==> src/rtl/frame_sync_ctrl.sv <==
// Serial frame-sync hunter, lock qualifier and per-word lane scheduler.
// Define SYNC_ERR_CNT_EN to build the saturating sync-miss counter.
module frame_sync_ctrl #(
    parameter logic [9:0] SYNC_WORD   = 10'h3FF,
    parameter int         FRAME_WORDS = 90,
    parameter int         LOCK_CNT    = 2,
    parameter int         MISS_MAX    = 3
) (
    input  logic        CLK_30MHZ,
    input  logic        RST,
    input  logic        DIN,
    input  logic [1:0]  MODE,
    output logic        LOCKED,
    output logic        FRAME_START,
    output logic        WORD_STB,
    output logic [6:0]  WORD_IDX,
    output logic [9:0]  WORD_DATA,
    output logic [1:0]  LANE_SEL,
    output logic        REVERSE,
    output logic [15:0] SYNC_ERR_CNT
);

    typedef enum logic [1:0] {S_HUNT, S_VERIFY, S_LOCK, S_FLY} state_t;

    localparam logic [6:0] LAST_WORD = 7'(FRAME_WORDS);
    localparam logic [3:0] LOCK_N    = 4'(LOCK_CNT);
    localparam logic [3:0] MISS_N    = 4'(MISS_MAX);

    state_t      r_state;
    state_t      w_state_next;
    logic [9:0]  r_sr;
    logic [9:0]  w_sr_next;
    logic [3:0]  r_bit_cnt;
    logic [6:0]  r_word_cnt;
    logic [3:0]  r_match_cnt;
    logic [3:0]  r_miss_cnt;
    logic [3:0]  w_match_next;
    logic [3:0]  w_miss_next;
    logic [1:0]  r_lane_ptr;
    logic [1:0]  w_lane_adv;
    logic [1:0]  r_mode_q;
    logic        r_locked;
    logic        r_fs;
    logic        r_stb;
    logic [6:0]  r_idx;
    logic [9:0]  r_data;
    logic [1:0]  r_lane;
    logic        w_hit;
    logic        w_bit_done;
    logic        w_check;
    logic        w_word;
    logic        w_fs;
    logic        w_locked_next;
    logic        w_skip;
    logic        w_tracking;

    assign w_sr_next  = {r_sr[8:0], DIN};
    assign w_hit      = (w_sr_next == SYNC_WORD);
    assign w_tracking = (r_state == S_LOCK) || (r_state == S_FLY);
    // bit/word counters together stand for the bit position since sync end
    assign w_bit_done = (r_bit_cnt == 4'd9);
    assign w_check    = (r_state != S_HUNT) && w_bit_done
                        && (r_word_cnt == LAST_WORD);
    assign w_word     = w_tracking && w_bit_done
                        && (r_word_cnt != LAST_WORD);
    assign w_skip     = (w_sr_next[9:2] == 8'd0);
    assign w_lane_adv = ((r_lane_ptr == 2'd1 && !r_mode_q[1])
                        || r_lane_ptr == 2'd2) ? 2'd0
                        : r_lane_ptr + 2'd1;

    always_ff @(posedge CLK_30MHZ or negedge RST) begin
        if (!RST) begin
            r_state     <= S_HUNT;
            r_match_cnt <= 4'd0;
            r_miss_cnt  <= 4'd0;
        end else begin
            r_state     <= w_state_next;
            r_match_cnt <= w_match_next;
            r_miss_cnt  <= w_miss_next;
        end
    end

    always_comb begin
        w_state_next = r_state;
        w_match_next = r_match_cnt;
        w_miss_next  = r_miss_cnt;
        unique case (r_state)
            S_HUNT: begin
                w_miss_next = 4'd0;
                if (w_hit) begin
                    w_state_next = S_VERIFY;
                    w_match_next = 4'd1;
                end
            end
            S_VERIFY: begin
                if (w_check) begin
                    if (!w_hit) begin
                        w_state_next = S_HUNT;
                    end else begin
                        w_match_next = r_match_cnt + 4'd1;
                        if (w_match_next >= LOCK_N)
                            w_state_next = S_LOCK;
                    end
                end
            end
            S_LOCK: begin
                if (w_check && !w_hit) begin
                    w_state_next = S_FLY;
                    w_miss_next  = 4'd1;
                end
            end
            S_FLY: begin
                if (w_check) begin
                    if (w_hit) begin
                        w_state_next = S_LOCK;
                        w_miss_next  = 4'd0;
                    end else begin
                        w_miss_next = r_miss_cnt + 4'd1;
                        if (w_miss_next >= MISS_N)
                            w_state_next = S_HUNT;
                    end
                end
            end
        endcase
    end

    // a sync check that leaves us tracking is an accepted or flywheeled sync
    always_comb begin
        w_locked_next = (w_state_next == S_LOCK) || (w_state_next == S_FLY);
        w_fs          = w_check && w_locked_next;
    end

    always_ff @(posedge CLK_30MHZ or negedge RST) begin
        if (!RST) begin
            r_sr       <= 10'd0;
            r_bit_cnt  <= 4'd0;
            r_word_cnt <= 7'd0;
            r_lane_ptr <= 2'd0;
            r_mode_q   <= 2'd0;
            r_locked   <= 1'b0;
            r_fs       <= 1'b0;
            r_stb      <= 1'b0;
            r_idx      <= 7'd0;
            r_data     <= 10'd0;
            r_lane     <= 2'd0;
        end else begin
            r_sr     <= w_sr_next;
            r_locked <= w_locked_next;
            r_fs     <= w_fs;
            r_stb    <= w_word;
            if (r_state == S_HUNT || w_check) begin
                r_bit_cnt  <= 4'd0;
                r_word_cnt <= 7'd0;
            end else if (w_bit_done) begin
                r_bit_cnt  <= 4'd0;
                r_word_cnt <= r_word_cnt + 7'd1;
            end else begin
                r_bit_cnt <= r_bit_cnt + 4'd1;
            end
            if (w_word) begin
                r_idx  <= r_word_cnt;
                r_data <= w_sr_next;
                r_lane <= w_skip ? 2'd3 : r_lane_ptr;
            end
            if (w_fs) begin
                r_mode_q   <= MODE;
                r_lane_ptr <= 2'd0;
            end else if (w_word && !w_skip) begin
                r_lane_ptr <= w_lane_adv;
            end
        end
    end

`ifdef SYNC_ERR_CNT_EN
    logic [15:0] r_err_cnt;

    always_ff @(posedge CLK_30MHZ or negedge RST) begin
        if (!RST)
            r_err_cnt <= 16'd0;
        else if (w_check && !w_hit && w_tracking
                 && r_err_cnt != 16'hFFFF)
            r_err_cnt <= r_err_cnt + 16'd1;
    end

    assign SYNC_ERR_CNT = r_err_cnt;
`else
    assign SYNC_ERR_CNT = 16'd0;
`endif

    assign LOCKED      = r_locked;
    assign FRAME_START = r_fs;
    assign WORD_STB    = r_stb;
    assign WORD_IDX    = r_idx;
    assign WORD_DATA   = r_data;
    assign LANE_SEL    = r_lane;
    assign REVERSE     = r_mode_q[0];

endmodule

==> config.mk <==
export PLATFORM = sky130hd
export DESIGN_NAME = frame_sync_ctrl
export DESIGN_NICKNAME = d
export VERILOG_FILES = /design/src/rtl/frame_sync_ctrl.sv
export SDC_FILE = /design/constraint.sdc
export NUM_CORES = 1
export LEC_CHECK = 0
export CORE_ASPECT_RATIO = 0.8
export CORE_UTILIZATION = 50
export CTS_CLUSTER_DIAMETER = 200
export DETAILED_ROUTE_END_ITERATION = 12
export PLACE_DENSITY = 0.75
export SYNTH_ARGS = -nofsm -noshare
export SYNTH_HDL_FRONTEND = slang
export SYNTH_SLANG_ARGS = --single-unit
==> constraint.sdc <==
create_clock -name CLK_30MHZ -period 4.95 [get_ports CLK_30MHZ]
set_clock_uncertainty 0.2 [all_clocks]
set_input_delay 0.7425 -clock CLK_30MHZ [delete_from_list [all_inputs] [get_ports CLK_30MHZ]]
set_output_delay 0.7425 -clock CLK_30MHZ [all_outputs]
set_load 0.05 [all_outputs]
==> summary.md, run 1 <==
| Metric | Value |
|---|---|
| Final nets | `310` |
| Hold Path Sink | `r_sr[1]$_DFF_PN0_` |
| Port bufs | `27` |
| Clk root buf | `clkbuf_8` |
| Wire length per cell | `13.3 µm` |
| Reg2reg end | `WORD_IDX[6]$_DFFE_PN0P_` |
| CTS tree | `yes` |
| IO Count | `44` |
| Die area | `5750 µm²` |
| Worst Path Buf+Inv | `1` |
| FMAX | `383 MHz` |
| H-tree levels | `2` |
| RR Startpoint | `r_word_cnt[0]$_DFFE_PN0P_` |
| R2R cell count | `6` |
| # diodes | `0` |
| DP Wirelength | `3430 µm` |
| Vias per cell | `5.31` |
| Slew @ Worst Pin | `0.727 ns` |
| Core Area | `5120 µm²` |
| Initial antenna violation count | `0` |
| Synth async-reset ratio | `100%` |
| CTS max path bufs | `2` |
| Final setup viols | `0` |
| Final wirelength | `4730 µm` |
| Ys Warns | `0` |
| Number of detailed-route iterations in the first pass | `11` |
| Switching Share | `26.1%` |
| All-layer global routing usage | `17.8%` |
| CP max stage delay | `0.50 ns` |
| Initial Utilization | `53.2%` |
| Die Ht | `68.0 µm` |
| Peak supply drop | `0.000150 V` |
| Maximum fanout along the worst path | `7` |
| Layout cells sized above 1 | `8.14%` |
| Failing checks | `design-rule violations` |
| Seq pwr share | `60.1%` |
| Status | `complete, but fails checks` |
| Rel. slew slack | `51.1%` |
| Worst reg-to-reg setup slack | `2.37 ns` |
| CP required | `4.95 ns` |
| Synth Flop Type | `dfrtp_1` |
| # fillers | `441` |
| Area of the multi-input gates | `1190 µm²` |
| WP data arrival | `2.61 ns` |
| Max-cap viol count | `0` |
| Antenna-violating nets left | `0` |
| Cts hold-fix bufs | `0` |
| Final Non-Filler Cells | `357` |
| Setup tns final | `0 ns` |
| Largest net degree at the start of global routing | `57` |
| Cell chain of the critical path | `clkdlybuf4s50_1 -> nand4_1 -> nor3_2 -> a211oi_2 -> a211oi_4 -> mux2_4` |
| Post-CTS sizing | `0` |
| Grt ovf | `0` |
| Hold Startpoint | `r_sr[0]$_DFF_PN0_` |
| Synth Area per Inst | `10.2 µm²` |
| 1st-iter DRT viols | `82` |
| Sequential-to-total area share from yosys stat | `51.4%` |
| FF/Latch Area | `1400 µm²` |
| Logic pwr share | `9.0%` |
| Worst-Skew Late Latency | `0.30 ns` |
| Synth Instances | `266` |
| Hold Crit Depth | `0` |
| P&R area growth vs syn | `12.6%` |
| Crit path kind | `in2reg` |
| Crit end category | `flip-flop` |
| Synthesized area | `2730 µm²` |
| PwrDens | `256 nW/µm²` |
| EDFF count, synth | `0` |
| Min-delay worst type | `reg2reg` |
| Switching power | `0.205 mW` |
| RSZ-0062 raised after global routing | `false` |
| First-pass GRT wire length | `7940 µm` |
| CTS Buf Count | `5` |
| Startpoint type of the worst setup path | `primary input` |
| Crit-path leading delay family | `simple AND/OR/NAND/NOR gates` |
| Minimum clock period | `2.61 ns` |
| Leakage | `1.44 nW` |
| GPL Wtd Cong | `0.793` |
| Worst path slowest cell | `clkdlybuf4s50_1` |
| Clock Sinks | `56` |
| Yosys cell types | `52` |
| Final hold violation count | `0` |
| Internal power | `0.580 mW` |
| Placed cell count | `349` |
| Clk pwr share | `30.9%` |
| Vias | `1,896` |
| # DRC | `4` |
| Chip width | `84.6 µm` |
| Number of global-route vias before repair | `1,763` |
| Reg clk slew, reported paths | `0.10 ns` |
| Final Cycle Share | `52.7%` |
| Postcts setup bufs | `0` |
| Rows | `23` |
| Final Slew Violations | `0` |
| Register bit total from synthesis | `56` |
worst register-to-register path, stage by stage (launching register included):
cell	delay [ns]
dfrtp_1	0.44
inv_1	0.11
ha_1	0.20
nand4b_4	0.15
o211ai_4	0.51
clkinv_1	0.56
o22a_1	0.32
sequential cells by signal, summed over array words and instances (netlist names):
signal,cells
LANE_SEL,2
r_word_cnt,7
WORD_DATA,10
r_mode_q,2
r_bit_cnt,4
r_sr,9
WORD_IDX,7
r_lane_ptr,2
WORD_STB,1
FRAME_START,1
r_match_cnt,4
LOCKED,1
r_state,2
r_miss_cnt,4
worst max-delay path by stage:
stage / cells past startpoint / endpoint / slack (ns) / start
after floorplan: 6 / r_mode_q[0]$_DFFE_PN0P_ / 2.68 / r_miss_cnt[0]$_DFFE_PN0P_
after global placement: 6 / r_mode_q[1]$_DFFE_PN0P_ / 2.04 / DIN
after detailed placement: 6 / r_mode_q[0]$_DFFE_PN0P_ / 1.98 / DIN
after CTS: 6 / WORD_IDX[3]$_DFFE_PN0P_ / 2.32 / r_word_cnt[0]$_DFFE_PN0P_
after global routing: 6 / WORD_IDX[3]$_DFFE_PN0P_ / 2.14 / r_word_cnt[0]$_DFFE_PN0P_
final: 6 / r_mode_q[0]$_DFFE_PN0P_ / 2.34 / DIN
power groups by stage:
stage	Combinational, mW	Sequential (mW)	Clock [mW]
detailed placement	0.0713	0.481	0
global route	0.0760	0.474	0.271
CTS	0.0716	0.472	0.253
finish	0.0706	0.472	0.243
global placement	0.0708	0.481	0
floorplan	0.0423	0.496	0
cells by family (layout without fill, tap and decap cells):
| group | count (synthesis) | after routing | share of synthesized area [%] |
|---|---|---|---|
| flops | 56 | 56 | 51.4 |
| compound gates | 44 | 44 | 12.3 |
| mux | 3 | 3 | 1.47 |
| fa+ha+maj | 11 | 11 | 5.05 |
| buf+inv | 32 | 46 | 6.88 |
| other cells | 1 | 16 | 0.138 |
| xor+xnor | 9 | 9 | 2.89 |
| simple gates | 110 | 110 | 19.9 |
metrics by stage:
step | power (mW) | util [%] | hold slack [ns] | instance area [µm²] | worst slack, ns
2_1_floorplan | 0.538 | - | 0.174 | 2780 | 2.68
3_3_place_gp | 0.552 | 58.2 | 0.197 | 2980 | 2.04
3_5_place_dp | 0.553 | 58.2 | 0.197 | 2980 | 1.98
4_1_cts | 0.797 | 59.9 | 0.223 | 3070 | 2.32
5_1_grt | 0.821 | 59.9 | 0.241 | 3070 | 2.14
6_report | 0.785 | 59.9 | 0.222 | 3070 | 2.34
area by class of cell:
cell class | instances | share of cell area [%]
Sequential cell | 56 | 45.7
Timing Repair Buffer | 28 | 8.89
Clock buffer | 6 | 2.36
Clock inverter | 2 | 0.448
Multi-Input combinational cell | 193 | 38.9
Tap cell | 62 | 2.53
Inverter | 10 | 1.22
synthesized netlist by cell type, types with 2 or more instances:
cell type	instances	area [µm²]
dfrtp_1	56	1400
nand3b_1	2	15.0
nand2b_1	2	12.5
o22a_1	2	17.5
nor3_1	3	15.0
a21o_1	3	22.5
o21ai_1	3	15.0
a21oi_1	10	50.1
nor2_1	20	75.1
or3_4	2	22.5
nand3_1	5	25.0
a32o_2	2	22.5
nand2_1	56	210
inv_1	8	30.0
buf_4	16	120
mux2_4	2	30.0
clkbuf_1	4	15.0
xnor2_1	3	26.3
o21ai_0	10	50.1
ha_1	11	138
nor4_1	2	12.5
nand4_1	5	31.3
xor2_1	6	52.6
o41ai_1	2	17.5
and3_1	3	18.8
or4_1	2	15.0
layer usage:
metal	part of all wire [%]	track usage, %	vias up
li1	-	-	933
met1	49	23.5	927
met2	47	30.3	34
met3	3.4	3.62	2
met4	0.46	5.51	0
met5	0	0	-
layout by cell type, fill, tap and decap left out, drive strengths merged, types with 3 or more instances in the layout:
| master | instances |
|---|---|
| nand4 | 5 |
| inv | 10 |
| conb | 16 |
| dfrtp | 56 |
| nand2 | 56 |
| a21o | 3 |
| xor2 | 6 |
| and3 | 3 |
| xnor2 | 3 |
| nand3 | 5 |
| a21oi | 10 |
| nor2 | 20 |
| nor3 | 4 |
| clkdlybuf4s50 | 26 |
| ha | 11 |
| o21ai | 13 |
| clkbuf | 6 |
No activity file was read; power rests on OpenSTA's default activity.
==> run 2: changes to the inputs <==
Settings changed: CORE_UTILIZATION 50 to 48, PLACE_DENSITY 0.75 to 0.76.
Clock period 4.95 ns to 2.1 ns, I/O delays scaled along.
==> run 2 against run 1 <==
Net effect:
- the flow finishes with violations (design-rule violations, negative setup slack)
- critical endpoint unchanged
- critical path type is now reg2reg
- worst hold slack improved by 0.0020 ns
- power rose by 140%
- setup slack got worse by 2.4 ns
- cell area rose by 13%
- first-iteration DRC count rose by 39%
- register-to-register slack got worse by 2.5 ns
- global-route usage rose by 1.7 points
- sequential cell count did not move
- wire length rose by 14%
==> summary.md, run 2 (synthesis results as in run 1) <==
| Metric | Value |
|---|---|
| Status | `complete, but fails checks` |
| Failing checks | `design-rule violations, negative setup slack` |
| Slew @ Worst Pin | `0.526 ns` |
| Number of detailed-route iterations in the first pass | `8` |
| Worst-Skew Late Latency | `0.31 ns` |
| Vias | `2,051` |
| CP max stage delay | `0.42 ns` |
| WP data arrival | `2.19 ns` |
| Largest net degree at the start of global routing | `26` |
| CTS Buf Count | `5` |
| 1st-iter DRT viols | `114` |
| Die Ht | `69.4 µm` |
| Initial antenna violation count | `0` |
| Peak supply drop | `0.000442 V` |
| Crit end category | `flip-flop` |
| Max FFs per register | `10` |
| Final Cycle Share | `104%` |
| Final Total Pwr | `1.88 mW` |
| CTS max path bufs | `2` |
| Grt ovf | `0` |
| All-layer global routing usage | `19.5%` |
| Antenna-violating nets left | `0` |
| # fillers | `464` |
| PnR worst setup slack | `-0.0869 ns` |
| P&R area growth vs syn | `26.8%` |
| Die area | `5990 µm²` |
| Setup WS pre-CTS | `-0.109 ns` |
| Final setup viols | `2` |
| First-pass GRT wire length | `9180 µm` |
| Worst reg-to-reg setup slack | `-0.09 ns` |
| RSZ-0062 raised after global routing | `true` |
| Layout cells sized above 1 | `22.8%` |
| Maximum fanout along the worst path | `3` |
| Wire length per cell | `13.2 µm` |
| Cell chain of the critical path | `ha_2 -> or3_4 -> o31ai_4 -> a211oi_4 -> a211oi_4 -> mux2_4` |
| DP Wirelength | `3860 µm` |
| CTS tree | `yes` |
| Min-delay worst type | `reg2reg` |
| GPL Wtd Cong | `0.887` |
| Reg clk slew, reported paths | `0.10 ns` |
| Final hold violation count | `0` |
| Rows | `24` |
| Final nets | `348` |
| PwrDens | `543 nW/µm²` |
| Vias per cell | `4.99` |
| CP dominant cell by count | `a211oi_4` |
| Core Area | `5470 µm²` |
| Initial Utilization | `49.9%` |
| Commonest non-fill, non-tap cells in the layout | `dfrtp_1 (56), nand2_1 (56), buf_4 (36)` |
| Crit path kind | `reg2reg` |
| # DRC | `1` |
| IO Count | `44` |
| Clock Sinks | `56` |
| FMAX | `457 MHz` |
| Minimum clock period | `2.19 ns` |
| Rel. slew slack | `64.9%` |
| # diodes | `0` |
| CP required | `2.11 ns` |
| Startpoint type of the worst setup path | `flip-flop` |
| Port bufs | `27` |
| Chip width | `86.3 µm` |
| Clk root buf | `clkbuf_8` |
| Max-cap viol count | `0` |
| Final wirelength | `5410 µm` |
| H-tree levels | `2` |
| Worst path slowest cell | `dfrtp_1` |
| Leakage | `1.62 nW` |
| Final Slew Violations | `0` |
| Number of global-route vias before repair | `2,017` |
==> run 2: changes by cell type in the layout (fill, tap and decap cells not counted), moves of 2 or more <==
| cell | previous run | this run |
|---|---|---|
| buf_4 | 1 | 36 |
| ha_1 | 11 | 7 |
| ha_2 | 0 | 3 |
| o21ai_0 | 10 | 7 |
| o21ai_1 | 3 | 6 |
| a21oi_1 | 10 | 8 |
| a21oi_2 | 0 | 2 |
| buf_6 | 0 | 2 |
| nor2_1 | 20 | 18 |
==> run 2: per-layer routing <==
metal  vias to the layer above  routed length [µm]  GRT usage [%]
li1                       1006                   -              -
met1                      1003                2630           27.1
met2                        35                2570           30.7
met3                         7                 158           3.93
met4                         0                  59           6.30
met5                         -                   0              0
==> run 2: final timing paths <==
check,cells after the start,start,end
min in group asynchronous,2,RST,r_sr[2]$_DFF_PN0_
min reg2reg,0,r_sr[0]$_DFF_PN0_,r_sr[1]$_DFF_PN0_
max,6,r_miss_cnt[1]$_DFFE_PN0P_,r_mode_q[0]$_DFFE_PN0P_
max reg2reg,6,r_miss_cnt[1]$_DFFE_PN0P_,r_mode_q[0]$_DFFE_PN0P_
min,0,r_sr[0]$_DFF_PN0_,r_sr[1]$_DFF_PN0_
max in group asynchronous,3,RST,r_miss_cnt[0]$_DFFE_PN0P_
==> run 2: layout make-up <==
| cell class | instances | area, µm² | share of cell area, % |
|---|---|---|---|
| clock inverters | 2 | 16.3 | 0.470 |
| inverters | 10 | 37.5 | 1.09 |
| clock buffers | 6 | 72.6 | 2.10 |
| well taps | 78 | 97.6 | 2.82 |
| multi-input cells | 193 | 1260 | 36.6 |
| flip-flops and latches | 56 | 1400 | 40.5 |
| repair buffers | 66 | 568 | 16.4 |
==> run 2: metrics by stage <==
| step | utilization (%) | std cells | hold WS [ns] | area (µm²) | setup TNS (ns) |
|---|---|---|---|---|---|
| global placement | 59.2 | 396 | 0.121 | 3240 | -0.272 |
| finish | 63.3 | 411 | 0.224 | 3460 | -0.174 |
| CTS | 62.2 | 410 | 0.226 | 3400 | -0.173 |
| global route | 63.3 | 411 | 0.244 | 3460 | -0.539 |
| floorplan | - | 281 | -0.181 | 2790 | -0.145 |
| detailed placement | 59.2 | 396 | 0.126 | 3240 | -0.563 |
==> run 2: power by group <==
part	switching [mW]	internal, mW	total (mW)
Combinational	0.136	0.0357	0.172
Clock	0.356	0.238	0.594
Sequential	0.0153	1.10	1.11
==> run 2: worst max-delay path, delay by kind of cell (launching register included) <==
family / cells / cell delay (ns)
multiplexers: 1 / 0.32
flip-flops: 1 / 0.42
AO/OA/AOI/OAI: 3 / 0.53
adder cells (fa/ha/maj): 1 / 0.20
AND/OR/NAND/NOR: 1 / 0.39
==> run 2: what timing repair did <==
action                                  4_1_cts  5_1_grt
gates resized for setup                       7       16
endpoints found under the setup margin       11       18
hold buffers                                  1        0
hold endpoints to repair                     23        0
pin swaps                                     4        5
buffers inserted                              5        1
